--- src/rtl/barrel_shift_pipe.sv ---
// Pipelined barrel shifter/rotator: one register stage per shift-amount bit, valid/ready flow control.
// Optional macro BARREL_SHIFT_PIPE_SRA_EN enables arithmetic right shift on op 100 (otherwise op 100 = SRL).
module barrel_shift_pipe #(
  parameter int WIDTH = 64,
  parameter int LOG2W = 6
) (
  input  logic             clk,
  input  logic             rst,
  input  logic             in_valid,
  output logic             in_ready,
  input  logic [WIDTH-1:0] in_data,
  input  logic [LOG2W-1:0] in_samt,
  input  logic [2:0]       in_op,
  output logic             out_valid,
  input  logic             out_ready,
  output logic [WIDTH-1:0] out_data
);

  if (LOG2W != $clog2(WIDTH)) begin : g_bad_log2w
    $error("barrel_shift_pipe: LOG2W must equal log2(WIDTH)");
  end
  if (WIDTH < 4 || WIDTH > 128 || (WIDTH & (WIDTH - 1)) != 0) begin : g_bad_width
    $error("barrel_shift_pipe: WIDTH must be a power of two in 4..128");
  end

  // One conditional step of the shift; sh is the stage weight 2^k (never 0 or WIDTH).
  function automatic logic [WIDTH-1:0] shift_step(
    input logic [WIDTH-1:0] d,
    input logic [2:0]       op,
    input logic             sgn,
    input int unsigned      sh
  );
    logic [WIDTH-1:0] fill;
    fill = {WIDTH{sgn}} << (WIDTH - sh);
    case (op)
      3'b001:  return (d >> sh) | (d << (WIDTH - sh));
      3'b010:  return d << sh;
      3'b011:  return d >> sh;
      3'b100:  return (d >> sh) | fill;
      default: return (d << sh) | (d >> (WIDTH - sh));
    endcase
  endfunction

  logic [LOG2W-1:0] vld;
  logic [WIDTH-1:0] dat [LOG2W];
  logic [2:0]       opc [LOG2W];
  logic [LOG2W-1:0] amt [LOG2W];
`ifdef BARREL_SHIFT_PIPE_SRA_EN
  logic             sgn [LOG2W];
`endif
  logic [LOG2W:0]   ld;

  // ld[k]: stage k may load this cycle (empty, or its contents move on); ld[LOG2W] is the sink.
  always_comb begin
    ld = '0;
    ld[LOG2W] = out_ready;
    for (int unsigned i = 0; i < LOG2W; i++) begin
      ld[LOG2W-1-i] = !vld[LOG2W-1-i] || ld[LOG2W-i];
    end
  end

  assign in_ready  = ld[0] && !rst;
  assign out_valid = vld[LOG2W-1];
  assign out_data  = dat[LOG2W-1];

  for (genvar k = 0; k < LOG2W; k++) begin : g_stage
    logic             src_v;
    logic [WIDTH-1:0] src_d;
    logic [2:0]       src_op;
    logic [LOG2W-1:0] src_amt;
    logic             src_s;
    logic [WIDTH-1:0] nxt_d;
    logic             v_q;
    logic [WIDTH-1:0] d_q;
    logic [2:0]       op_q;
    logic [LOG2W-1:0] amt_q;

    if (k == 0) begin : g_first
      assign src_v   = in_valid;
      assign src_d   = in_data;
      assign src_op  = in_op;
      assign src_amt = in_samt;
`ifdef BARREL_SHIFT_PIPE_SRA_EN
      assign src_s   = in_data[WIDTH-1];
`else
      assign src_s   = 1'b0;
`endif
    end else begin : g_next
      assign src_v   = vld[k-1];
      assign src_d   = dat[k-1];
      assign src_op  = opc[k-1];
      assign src_amt = amt[k-1];
`ifdef BARREL_SHIFT_PIPE_SRA_EN
      assign src_s   = sgn[k-1];
`else
      assign src_s   = 1'b0;
`endif
    end

    always_comb begin
      nxt_d = src_d;
      if (src_amt[k]) nxt_d = shift_step(src_d, src_op, src_s, 1 << k);
    end

    always_ff @(posedge clk) begin
      if (rst) begin
        v_q   <= 1'b0;
        d_q   <= '0;
        op_q  <= '0;
        amt_q <= '0;
      end else if (ld[k]) begin
        v_q   <= src_v;
        d_q   <= nxt_d;
        op_q  <= src_op;
        amt_q <= src_amt;
      end
    end

`ifdef BARREL_SHIFT_PIPE_SRA_EN
    logic s_q;
    always_ff @(posedge clk) begin
      if (rst)        s_q <= 1'b0;
      else if (ld[k]) s_q <= src_s;
    end
    assign sgn[k] = s_q;
`endif

    assign vld[k] = v_q;
    assign dat[k] = d_q;
    assign opc[k] = op_q;
    assign amt[k] = amt_q;
  end

endmodule

--- config.mk ---
export PLATFORM = sky130hd
export DESIGN_NAME = barrel_shift_pipe
export DESIGN_NICKNAME = d
export VERILOG_FILES = /design/src/rtl/barrel_shift_pipe.sv
export SDC_FILE = /design/constraint.sdc
export NUM_CORES = 1
export LEC_CHECK = 0
export CAP_MARGIN = 30
export CORE_ASPECT_RATIO = 0.75
export CORE_MARGIN = 5
export CORE_UTILIZATION = 35
export CTS_BUF_LIST = sky130_fd_sc_hd__clkbuf_16
export DETAILED_ROUTE_END_ITERATION = 16
export GPL_ROUTABILITY_DRIVEN = 1
export SETUP_SLACK_MARGIN = 0.02
export SKIP_LAST_GASP = 1
export SYNTH_ARGS = -nofsm -noshare
export SYNTH_HDL_FRONTEND = slang
export SYNTH_SLANG_ARGS = --single-unit
--- constraint.sdc ---
create_clock -name clk -period 2.4 [get_ports clk]
set_input_delay 0.36 -clock clk [delete_from_list [all_inputs] [get_ports clk]]
set_output_delay 0.36 -clock clk [all_outputs]
set_load 0.05 [all_outputs]
==> metrics.yaml <==
detailed_routing:
  first_pass_iters: 8
  vias_per_instance: 6.068
  routed_wire_per_std_cell_um: 20.99
  drcViolationCount: 0
  ant_nets: 0
  wl_mm: 93.59
  vias: 27060
  initialDrtViolationCount: 2868
pwr:
  worst_ir_drop_vdd_v: 0.0005300
  power_density_nw_per_um2: 567.5
  leakagePower_uw: 0.01220
clock_network:
  tritoncts.num_buffers: 48
  cts_max_path_buffers: 3
  tritoncts: "built"
  numClockSinks: 420
  clkSlewWorstSetupHoldPaths_ns: 0.06
  clock_latency_on_the_worst_skew_pair_ns: 0.61
  htree_num_levels: 2
  root_buffer_cell: "sky130_fd_sc_hd__clkbuf_16"
synth:
  ys_dominant_reg_cell: "sky130_fd_sc_hd__dfxtp_1"
  synth_edf_count: 0
  yosysMostFrequentCell: "sky130_fd_sc_hd__dfxtp_1"
  synth-async-reset-ratio_pct: 0
  synthesis.area_per_instance_um2: 7.873
  synth_commonest_cells: "sky130_fd_sc_hd__dfxtp_1, sky130_fd_sc_hd__nor2_1, sky130_fd_sc_hd__mux2i_1, sky130_fd_sc_hd__clkbuf_1, sky130_fd_sc_hd__a21oi_1"
  post_synth_num_cell_types: 64
  synth_top_cells_by_area: "sky130_fd_sc_hd__dfxtp_1, sky130_fd_sc_hd__mux2i_1, sky130_fd_sc_hd__nor2_1"
  synth_seq_cells: 420
  synth.yosys.seq_area_share_pct: 30.82
  yosysWarnings: 0
  synth_fp_nets: 3542
  synthDominantCellAreaShare_pct: 30.82
  mappedNetlistArea_um2: 27280
  postSynthCellCount: 3465
  synth_top_cell_by_area: "sky130_fd_sc_hd__dfxtp_1"
worst_setup_path:
  path_cells: "nand4b_2, buf_4, nor2_4, buf_12, nor2_1, buf_4"
  max_stage_delay_ns: 0.39
  critical-path-slowest-cell: "sky130_fd_sc_hd__dfxtp_4"
  endpoint_kind_of_the_worst_setup_timing_path: "output pin"
  critical_path_required_ns: 2.04
  setup.worst_path.start_class: "flop"
  worst_ep_arrival_time_ns: 1.89
  critPathMostFrequentCell: "sky130_fd_sc_hd__buf_4"
  critPathMaxFanout: 14
  criticalPathCategory: "flop to output pin"
final_layout:
  nFillCells: 7794
  final_core_utilization_pct: 40.80
  fraction_of_final_layout_cells_with_drive_strength_greater_than_1_pct: 9.433
  syn_to_final_growth_pct: 15.26
  antenna_cells: 0
  final_area_um2: 31440
  fin_nets: 3464
placement:
  portBuffers: 142
  placer_s_final_routability_congestion_estimate: 0.8564
  dp.final_hpwl_mm: 64.26
  placement.cell_area_um2: 29840
sta:
  final.period_utilization_pct: 93.64
  clock-skew-final_ns: 0.03194
  tightestPinTransition_ns: 0.8583
  timing_max_transition_violations_final: 0
  relSlewSlack_pct: 42.78
  maxClockFrequency_mhz: 445.0
  setup_viol: 0
  holdWs_ns: 0.2779
  grt_setup_unrepaired: "no"
  timing_hold_violations_final: 0
  layout_min_cycle_time_ns: 2.247
die:
  floorplan.core_area_um2: 77070
  die_w_um: 332.4
  vertical_extent_of_the_die_um: 251.8
  num_rows: 88
  die-area_um2: 83690
  num_io_pins: 143
  start_util_pct: 35.40
job:
  number_of_violations_of_the_max_capacitance_limit: 0
global_route:
  overall_overflow_remaining_after_global_route: 0
  antenna_found_initial: 1
  grt_max_degree: 156
  global_route.usage.total_pct: 21.23
  via_count_of_the_first_global_routing_pass: 24720
  global_route_wire_length_before_repair_mm: 147.4
hold_path:
  holdCritPathClass: "input port to flop"
run_status:
  outcome: "completed"
-- path summary, 6_finish.rpt --
path	start	to	slack, ns	cells past startpoint
worst min register to register	g_stage[1].amt_q[5]	g_stage[1].amt_q[5]	0.45	2
worst max register to register	g_stage[1].op_q[0]	g_stage[2].d_q[5]	0.43	5
worst max-delay path	out_valid	in_ready	0.15	6
worst min-delay path	rst	g_stage[0].op_q[0]	0.28	3
-- metal layers --
metal	routed length, um	track usage [%]
met5	0	0
met4	1920	4.787
met3	7520	4.147
met2	39160	30.74
met1	44980	32.37
-- cell families after synthesis --
| family | Yosys count | share of synthesized area, % |
|---|---|---|
| buf+inv | 444 | 6.843 |
| mux | 334 | 12.51 |
| compound gates | 1038 | 26.78 |
| simple gates | 1229 | 23.05 |
| flops | 420 | 30.82 |
-- flip-flops by register name (all words and copies together), names as in the netlist --
signal / count
out_data: 64
out_valid: 1
g_stage.op_q: 15
g_stage.d_q: 320
g_stage.v_q: 5
g_stage.amt_q: 15
-- layout make-up --
type | count | area (um^2) | share of cell area [%]
clock buffers | 51 | 1276 | 4.059
clock inverters | 36 | 281.5 | 0.8953
inverters | 39 | 148.9 | 0.4735
multi-input cells | 2601 | 17060 | 54.24
flip-flops and latches | 420 | 8434 | 26.82
well taps | 1035 | 1295 | 4.118
repair buffers | 277 | 2952 | 9.387
-- critical path: cells and delay by family, from the launching register on --
kind	cells	cell delay, ns
buffers and inverters	3	0.55
DFF	1	0.39
and+or+nand+nor	3	0.32
-- cells in the final DEF (no fill, tap or decap), drive strengths merged, types with 27 or more instances in the layout --
master,netlist,routed
o211a,44,44
a221oi,97,97
nor4b,60,60
mux2i,281,281
clkbuf,248,52
nor4,68,68
buf,157,139
mux2,53,53
a211oi,84,84
o211ai,126,126
o21ai,215,215
or3,45,45
nand4,43,43
a21oi,238,238
and3,82,82
o221ai,27,27
nor2,375,375
inv,37,46
nand3,42,42
a311o,27,27
nor3,151,151
nand2b,103,103
nand2,205,205
a22o,37,37
dfxtp,420,420
clkdlybuf4s50,0,136
a211o,61,61
-- per-stage QoR --
step	TNS (ns)	setup slack [ns]	cells	total power, uW
after detailed placement	-0.6434	-0.05172	4369	10540
after floorplan	0	0.2553	3465	9573
final	0	0.1527	4459	17850
after CTS	0	0.02716	4456	17920
after global routing	0	0.05088	4459	18540
after global placement	-0.009491	-0.003393	4367	10510
-- power by group --
part | internal [uW] | switching (uW)
sequential | 7310 | 598
clock | 4250 | 3150
combinational | 1120 | 1410
-- timing repair --
item	CTS	global route
gates resized for setup	3	1
pin swaps	0	1
setup endpoints to repair	2	1
hold buffers	0	0
gates cloned	0	1
buffers inserted	0	1
Power figures use the tool's default switching activity.
